**config.mk**
```make
export PLATFORM = sky130hd
export DESIGN_NAME = mem_bridge
export DESIGN_NICKNAME = d
export VERILOG_FILES = /design/src/rtl/mem_bridge.sv
export SDC_FILE = /design/constraint.sdc
export NUM_CORES = 1
export LEC_CHECK = 0
export BUFFER_PORTS_ARGS = -buffer_cell sky130_fd_sc_hd__buf_2
export CORE_MARGIN = 2
export CORE_UTILIZATION = 30
export CTS_CLUSTER_DIAMETER = 120
export DETAILED_ROUTE_END_ITERATION = 16
export PLACE_DENSITY = 0.69
export SYNTH_ARGS = -nofsm -noshare
export SYNTH_HDL_FRONTEND = slang
export SYNTH_SLANG_ARGS = --single-unit
```
**constraint.sdc**
```tcl
create_clock -name clk_i -period 2.6 [get_ports clk_i]
set_clock_uncertainty 0.05 [all_clocks]
set_input_delay 0.26 -clock clk_i [delete_from_list [all_inputs] [get_ports clk_i]]
set_output_delay 0.26 -clock clk_i [all_outputs]
set_load 0.005 [all_outputs]
```
**src/rtl/mem_bridge.sv**
```systemverilog
// mem_bridge: registers one byte-addressed load/store and runs it against a single-port word SRAM.
// Define MEM_BRIDGE_MISALIGNED_EN to split word-crossing accesses into two SRAM cycles; otherwise they respond with an error.
module mem_bridge #(
    parameter int ADDR_W = 14
) (
    input  logic              clk_i,
    input  logic              reset_i,
    input  logic              req_valid_i,
    output logic              req_ready_o,
    input  logic              req_we_i,
    input  logic [31:0]       req_addr_i,
    input  logic [1:0]        req_size_i,
    input  logic [31:0]       req_wdata_i,
    output logic              rsp_valid_o,
    output logic [31:0]       rsp_rdata_o,
    output logic              rsp_err_o,
    output logic              sram_en_o,
    output logic              sram_we_o,
    output logic [ADDR_W-1:0] sram_addr_o,
    output logic [3:0]        sram_be_o,
    output logic [31:0]       sram_wdata_o,
    input  logic [31:0]       sram_rdata_i
);
    typedef enum logic [1:0] {
        IDLE = 2'd0,
        ACC1 = 2'd1,
        ACC2 = 2'd2,
        RESP = 2'd3
    } state_t;

    function automatic logic [2:0] size_bytes(input logic [1:0] size);
        case (size)
            2'd0:    size_bytes = 3'd1;
            2'd1:    size_bytes = 3'd2;
            2'd2:    size_bytes = 3'd4;
            default: size_bytes = 3'd0;
        endcase
    endfunction

    function automatic logic crosses_word(input logic [1:0] size, input logic [1:0] off);
        crosses_word = (({2'b00, off} + {1'b0, size_bytes(size)}) > 4'd4);
    endfunction

    // Byte-lane mask over the two-word window; hi selects the second word's lanes.
    function automatic logic [3:0] lane_mask(input logic [1:0] size, input logic [1:0] off, input logic hi);
        logic [7:0] base;
        logic [7:0] m;
        case (size)
            2'd0:    base = 8'h01;
            2'd1:    base = 8'h03;
            2'd2:    base = 8'h0F;
            default: base = 8'h00;
        endcase
        m = base << off;
        lane_mask = hi ? m[7:4] : m[3:0];
    endfunction

    function automatic logic [31:0] rotate_lanes(input logic [31:0] d, input logic [1:0] off);
        case (off)
            2'd0:    rotate_lanes = d;
            2'd1:    rotate_lanes = {d[23:0], d[31:24]};
            2'd2:    rotate_lanes = {d[15:0], d[31:16]};
            default: rotate_lanes = {d[7:0], d[31:8]};
        endcase
    endfunction

    function automatic logic [31:0] extract(input logic [63:0] pair, input logic [1:0] off, input logic [1:0] size);
        logic [63:0] sh;
        sh = pair >> {off, 3'b000};
        case (size)
            2'd0:    extract = {24'h000000, sh[7:0]};
            2'd1:    extract = {16'h0000, sh[15:0]};
            2'd2:    extract = sh[31:0];
            default: extract = 32'h00000000;
        endcase
    endfunction

    state_t              state_r, state_s;
    logic                we_r;
    logic [1:0]          size_r;
    logic [1:0]          off_r;
    logic                ready_r, ready_s;
    logic                rsp_valid_r, rsp_valid_s;
    logic                rsp_err_r, rsp_err_s;
    logic                en_r, en_s;
    logic                swe_r, swe_s;
    logic [ADDR_W-1:0]   addr_r, addr_s;
    logic [3:0]          be_r, be_s;
    logic [31:0]         wdata_r, wdata_s;
    logic                illegal_s;
    logic [63:0]         pair_s;
    logic                unused_addr_s;
`ifdef MEM_BRIDGE_MISALIGNED_EN
    logic                split_r;
    logic [ADDR_W-1:0]   word_r;
    logic [31:0]         rot_r;
    logic [31:0]         lo_word_r;
`endif

    // Upper byte-address bits beyond the SRAM are ignored by design.
    assign unused_addr_s = ^req_addr_i[31:ADDR_W+2];

`ifdef MEM_BRIDGE_MISALIGNED_EN
    assign illegal_s = (req_size_i == 2'd3);
`else
    assign illegal_s = (req_size_i == 2'd3) || crosses_word(req_size_i, req_addr_i[1:0]);
`endif

    // Next state and next values of every registered output.
    always_comb begin
        state_s     = state_r;
        ready_s     = 1'b0;
        rsp_valid_s = 1'b0;
        rsp_err_s   = 1'b0;
        en_s        = 1'b0;
        swe_s       = 1'b0;
        addr_s      = '0;
        be_s        = 4'h0;
        wdata_s     = 32'h00000000;
        case (state_r)
            IDLE: begin
                if (req_valid_i) begin
                    if (illegal_s) begin
                        state_s     = RESP;
                        rsp_valid_s = 1'b1;
                        rsp_err_s   = 1'b1;
                    end else begin
                        state_s = ACC1;
                        en_s    = 1'b1;
                        swe_s   = req_we_i;
                        addr_s  = req_addr_i[ADDR_W+1:2];
                        be_s    = req_we_i ? lane_mask(req_size_i, req_addr_i[1:0], 1'b0) : 4'hF;
                        wdata_s = req_we_i ? rotate_lanes(req_wdata_i, req_addr_i[1:0]) : 32'h00000000;
                    end
                end else begin
                    ready_s = 1'b1;
                end
            end
            ACC1: begin
`ifdef MEM_BRIDGE_MISALIGNED_EN
                if (split_r) begin
                    state_s = ACC2;
                    en_s    = 1'b1;
                    swe_s   = we_r;
                    addr_s  = word_r + {{(ADDR_W-1){1'b0}}, 1'b1};
                    be_s    = we_r ? lane_mask(size_r, off_r, 1'b1) : 4'hF;
                    wdata_s = we_r ? rot_r : 32'h00000000;
                end else begin
                    state_s     = RESP;
                    rsp_valid_s = 1'b1;
                end
`else
                state_s     = RESP;
                rsp_valid_s = 1'b1;
`endif
            end
`ifdef MEM_BRIDGE_MISALIGNED_EN
            ACC2: begin
                state_s     = RESP;
                rsp_valid_s = 1'b1;
            end
`endif
            RESP: begin
                state_s = IDLE;
                ready_s = 1'b1;
            end
            default: begin
                state_s = IDLE;
                ready_s = 1'b1;
            end
        endcase
    end

    // State, request capture and registered outputs; reset drops any in-flight access.
    always_ff @(posedge clk_i) begin
        if (!reset_i) begin
            state_r     <= IDLE;
            we_r        <= 1'b0;
            size_r      <= 2'd0;
            off_r       <= 2'd0;
            ready_r     <= 1'b1;
            rsp_valid_r <= 1'b0;
            rsp_err_r   <= 1'b0;
            en_r        <= 1'b0;
            swe_r       <= 1'b0;
            addr_r      <= '0;
            be_r        <= 4'h0;
            wdata_r     <= 32'h00000000;
`ifdef MEM_BRIDGE_MISALIGNED_EN
            split_r     <= 1'b0;
            word_r      <= '0;
            rot_r       <= 32'h00000000;
            lo_word_r   <= 32'h00000000;
`endif
        end else begin
            state_r     <= state_s;
            ready_r     <= ready_s;
            rsp_valid_r <= rsp_valid_s;
            rsp_err_r   <= rsp_err_s;
            en_r        <= en_s;
            swe_r       <= swe_s;
            addr_r      <= addr_s;
            be_r        <= be_s;
            wdata_r     <= wdata_s;
            if (state_r == IDLE && req_valid_i) begin
                we_r   <= req_we_i;
                size_r <= req_size_i;
                off_r  <= req_addr_i[1:0];
`ifdef MEM_BRIDGE_MISALIGNED_EN
                split_r <= crosses_word(req_size_i, req_addr_i[1:0]);
                word_r  <= req_addr_i[ADDR_W+1:2];
                rot_r   <= rotate_lanes(req_wdata_i, req_addr_i[1:0]);
`endif
            end
`ifdef MEM_BRIDGE_MISALIGNED_EN
            if (state_r == ACC2) begin
                lo_word_r <= sram_rdata_i;
            end
`endif
        end
    end

    // Read data arrives from the SRAM in the response cycle itself, so it is steered here.
    always_comb begin
        pair_s = {32'h00000000, sram_rdata_i};
`ifdef MEM_BRIDGE_MISALIGNED_EN
        if (split_r) begin
            pair_s = {sram_rdata_i, lo_word_r};
        end else begin
            pair_s = {32'h00000000, sram_rdata_i};
        end
`endif
        if (rsp_valid_r && !rsp_err_r && !we_r) begin
            rsp_rdata_o = extract(pair_s, off_r, size_r);
        end else begin
            rsp_rdata_o = 32'h00000000;
        end
    end

    assign req_ready_o  = ready_r;
    assign rsp_valid_o  = rsp_valid_r;
    assign rsp_err_o    = rsp_err_r;
    assign sram_en_o    = en_r;
    assign sram_we_o    = swe_r;
    assign sram_addr_o  = addr_r;
    assign sram_be_o    = be_r;
    assign sram_wdata_o = wdata_r;

endmodule

```
* Word level (Yosys, flattened, before mapping)
Cells that the tools add are included.
Word-level totals: flip-flop bits (word level) 62, input bits 102, output and inout bits 87, word-level logic and storage cells 61
Operators by class: add/subtract/negate cells 1, order comparisons 1, equality and inequality tests 9, shifts and indexed selects 2, mux-type cells 18, bitwise operators 4, reductions and logical operators 14
Operators by type and width (count):
- case mux 32 bit (3 select lines) | 2
- 2-to-1 mux 32 bit | 1
- >> shifter 32 x 5 -> 32 bit | 1
- 2-to-1 mux 8 bit | 3
- case mux 4 bit (3 select lines) | 1
- case mux 3 bit (3 select lines) | 1
- == test 2 x 1 -> 1 bit (second input constant) | 4
- == test 2 bit (second input constant) | 4
- zero test 2 bit | 4
- << shifter 8 x 2 -> 4 bit | 1
- OR reduction 5 bit | 1
- adder 2 x 3 -> 4 bit | 1
- greater-than comparator 4 x 3 -> 1 bit (second input constant) | 1
- 2-to-1 mux 1 bit | 4
- 2-to-1 mux 2 bit | 2
- 2-to-1 mux 4 bit | 1
- NOT 1 bit | 4
- case mux 1 bit (2 select lines) | 2
- case mux 2 bit (2 select lines) | 1
- OR reduction 4 bit | 1
- logical AND 1 bit | 3
- AND reduction 3 bit | 1
- zero test 1 bit | 2
- inequality test 2 bit (second input constant) | 1
- other kinds (2) | 2

* Logic depth before layout (Yosys ltp)
depth after elaboration 10, mapped depth 8, gate-level depth less buffers 7

* Worst setup path before layout
Ideal clock, no wire load.
path kind input-to-reg, start point input port req_size_i[0], end point register addr_r[5] (netlist: sram_addr_o[5]), setup time 0.130 ns, data arrival time 1.917 ns, required time 2.420 ns, path slack 0.503 ns, cell stages on the path 8, buffers on the path 1, cell sequence inv_1 > ha_1 > ha_1 > fa_1 > o22ai_1 > o21ai_2 > clkbuf_1 > nor3_1
On the way: cells in the longest elaborated chain, start to end 6, elaborated cells between the ends (all ways) 9, classes of those cells 1 x add/sub; 1 x order compare; 3 x eq/ne; 1 x mux; 3 x reduce/logical
RTL lines:
- start: declaration | line 12 | input logic [1:0] req_size_i,
- == test 2 bit (tied with other cells) | line 32 | case (size)
- case mux 3 bit (3 select lines) | line 32
- adder 2 x 3 -> 4 bit | line 41 | crosses_word = (({2'b00, off} + {1'b0, size_bytes(size)}) > 4'd4);
- greater-than comparator 4 x 3 -> 1 bit | line 41
- logical OR 1 bit (*) | line 106 | assign illegal_s = (req_size_i == 2'd3) || crosses_word(req_size_i, req_addr_i[1:0]);
- OR reduction 4 bit (no source line) (*)
- end signal: assignment | line 202 | addr_r <= addr_s;
- end: declaration | line 87 | logic [ADDR_W-1:0] addr_r, addr_s;
Mark *: on every way between the ends. The rest lies on a longest branch, timed or not. A chain may end at the register's enable or synchronous reset.

* Worst setup path after layout
start point register rsp_valid_r (netlist: rsp_valid_o), end point output port rsp_rdata_o[16]
On the way: cells in the longest elaborated chain, start to end 3
RTL lines:
- start: declaration | line 83 | logic rsp_valid_r, rsp_valid_s;
- start signal: assignment | line 198 | rsp_valid_r <= rsp_valid_s;
- logical AND 1 bit (2 in series) | line 233 | if (rsp_valid_r && !rsp_err_r && !we_r) begin
- 2-to-1 mux 32 bit | line 233
- end: declaration | line 15 | output logic [31:0] rsp_rdata_o,
Every way passes these cells.

==> flow_metrics.env <==
export IMPL_synth_seq_cells=62
export IMPL_synth_simple_area_share=0.185
export IMPL_outcome="complete, no violations"
export IMPL_muxShareOfSynthArea=0.263
export IMPL_synth_seq_area_share=0.366
export IMPL_io_pins=189
export IMPL_min_from="req_addr_i[13]"
export IMPL_routed_wl_met2_mm=4.95
export IMPL_cts_setup_buffers=0
export IMPL_cp_end_kind="output pin"
export IMPL_crit_type="reg2out"
export IMPL_setup_viol=0
export IMPL_synth_fa_ha_area_frac=0.0317
export IMPL_post_route_drc_count=0
export IMPL_syn_area_mm2=0.00339
export IMPL_start_util=0.310
export IMPL_cp_data_required_time_ns=2.29
export IMPL_rows=38
export IMPL_ant_nets=0
export IMPL_synth_area_leaders="dfxtp_1, mux2i_1, mux2_2"
export IMPL_rsz0062_at_grt="false"
export IMPL_timing_hold_ws_ns=0.108
export IMPL_first_iter_violations=183
export IMPL_die_w_um=110
export IMPL_hold_violations=0
export IMPL_grt_usage=0.155
export IMPL_grt_pass1_vias=3039
export IMPL_synth_fp_nets=462
export IMPL_clk_latency_ns=0.32
export IMPL_startpoint="rsp_valid_o"
export IMPL_synth_xor_area_frac=0
export IMPL_grt_max_degree=40
export IMPL_maxSlewViolCount=0
export IMPL_synth_top_family_by_area="multiplexers"
export IMPL_hp_class="in2reg"
export IMPL_coreArea_mm2=0.0109
export IMPL_num_vias=3233
export IMPL_htree_levels=3
export IMPL_maxCapViolations=0
export IMPL_yosys_area_top_type="dfxtp_1"
export IMPL_async_flop_share=0
export IMPL_crit_chain="or3b_4 -> or3_1 -> nor2_1 -> buf_2"
export IMPL_diodes=0
export IMPL_syn_inst=352
export IMPL_die_area_mm2=0.0122
export IMPL_synth_compound_area_frac=0.0901
export IMPL_top_layer_used="met4"
export IMPL_cp_max_fo=8
export IMPL_via_per_inst=4.92
export IMPL_cts_tree="yes"
export IMPL_drive_above_1_share=0.460
export IMPL_synth_area_per_cell_um2=9.63
export IMPL_yosysTopAreaCellShare=0.366
export IMPL_worst_slew_pin_slew_ns=0.603
export IMPL_ys_warn_count=0
export IMPL_antenna_found_initial=0
export IMPL_fin_crit_sh=0.883
export IMPL_wl_met1_mm=3.88
export IMPL_relSlewSlack=0.597
export IMPL_place_hpwl_mm=7.35
export IMPL_cts_sinks=62
export IMPL_cts_hold_buffers=0
export IMPL_synth_edf_count=0
export IMPL_irDropWorstVdd_mv=0.253
export IMPL_nets=624
export IMPL_ctsResizeCount=0
export IMPL_worstSetupStartpointType="register"
export IMPL_overflow=0
export IMPL_cpMaxStageDelayCell="or3_1"
export IMPL_p_leak_nw=2.26
export IMPL_fin_crit_ns=2.30
export IMPL_die_h_um=110
export IMPL_synthFlopType="dfxtp_1"
export IMPL_cts_clk_slew_worst_paths_ns=0.05
export IMPL_ctsRootBufferMaster="clkbuf_16"
export IMPL_cts_max_path_buffers=2
export IMPL_wl_per_cell_um=15.0
export IMPL_portBuffers=172
export IMPL_p_per_area_mw_per_mm2=551
export IMPL_tns_ns=0
export IMPL_r2r_start="state_r[0]"
export IMPL_area_growth_pct=37.0
export IMPL_wl_met3_um=908
export IMPL_drt_total_wl_mm=9.83
export IMPL_drt_pass1_iterations=4
export IMPL_netlist_cell_type_count=38
export IMPL_clock_fmax_mhz=435
export IMPL_grt_pass1_wl_mm=14.6
export IMPL_gp_congestion=0.821
export IMPL_cts_inserted_buffers=9
export IMPL_cpPeakStageDelay_ns=0.52
export IMPL_arrival_ns=1.99
[layout by cell type, fill, tap and decap left out, drive strengths merged, types with 7 or more instances in the layout]
cell	count
dfxtp	62
inv	20
nor2	19
ha	7
a211oi	18
clkbuf	10
mux2	32
a2bb2oi	8
mux2i	53
and2	10
nor2b	15
buf	181
nor4	33
nor3	17
[sequential cells by signal, summed over array words and instances (netlist names)]
name and count:
req_ready_o 1, off_r 2, sram_we_o 1, sram_wdata_o 32
state_r 2, rsp_valid_o 1, sram_be_o 4, sram_addr_o 14
we_r 1, rsp_err_o 1, size_r 2, sram_en_o 1
[power by group]
part           total, mW  internal [mW]  switching, mW
Clock               1.06          0.655          0.403
Combinational      0.492          0.238          0.254
Sequential          1.01          0.985         0.0216
Total               2.56           1.88          0.679
[metal layers]
metal / vias up / GRT usage
li1: 1596 / -
met1: 1506 / 0.162
met2: 123 / 0.293
met3: 8 / 0.0547
met4: 0 / 0.0384
met5: - / 0
[worst max-delay path: cells and delay by family, from the launching register on]
kind	cells	cell delay [ns]
and+or+nand+nor	3	1.18
DFF	1	0.34
buffers and inverters	1	0.15
[cells in the mapped netlist (7+ instances only)]
cell type  instances
mux2_2            32
nor2b_1           15
buf_2              9
clkbuf_1          16
nor2_1            19
nor3_1            17
dfxtp_1           62
ha_1               7
a211oi_1          18
a2bb2oi_1          8
nor4_1            32
mux2i_1           53
inv_1             20
and2_1            10
[final cells by class]
cell class              instances  area (µm²)
inverters                      20        75.1
flip-flops and latches         62        1240
clock inverters                 4        25.0
well taps                     140         175
fillers                      1092        6290
repair buffers                181         953
multi-input cells             240        1940
clock buffers                  10         239
[cell families (layout without fill, tap and decap cells)]
group / count (synthesis) / after routing
muxes: 85 / 85
adders and majority gates: 8 / 8
and+or+nand+nor: 107 / 107
DFF: 62 / 62
AOI/OAI and AO/OA: 40 / 40
buffers and inverters: 50 / 215
[worst paths after layout]
check | endpoint | slack (ns) | cells past startpoint
setup reg to reg | sram_wdata_o[11] | 1.16 | 4
setup / recovery | rsp_rdata_o[16] | 0.30 | 4
hold reg to reg | state_r[1] | 0.49 | 2
hold / removal | sram_addr_o[11] | 0.11 | 3
[stage by stage]
step	std cells	setup WS [ns]	util	total power, mW	instance area, µm²
after floorplan	352	0.503	-	1.33	3390
after global placement	643	0.315	0.401	1.50	4380
after detailed placement	643	0.212	0.401	1.52	4380
after CTS	657	0.272	0.425	2.59	4640
after global routing	657	0.211	0.425	2.67	4640
final	657	0.303	0.425	2.56	4640
Note: power is estimated with default switching activity, not from simulation.
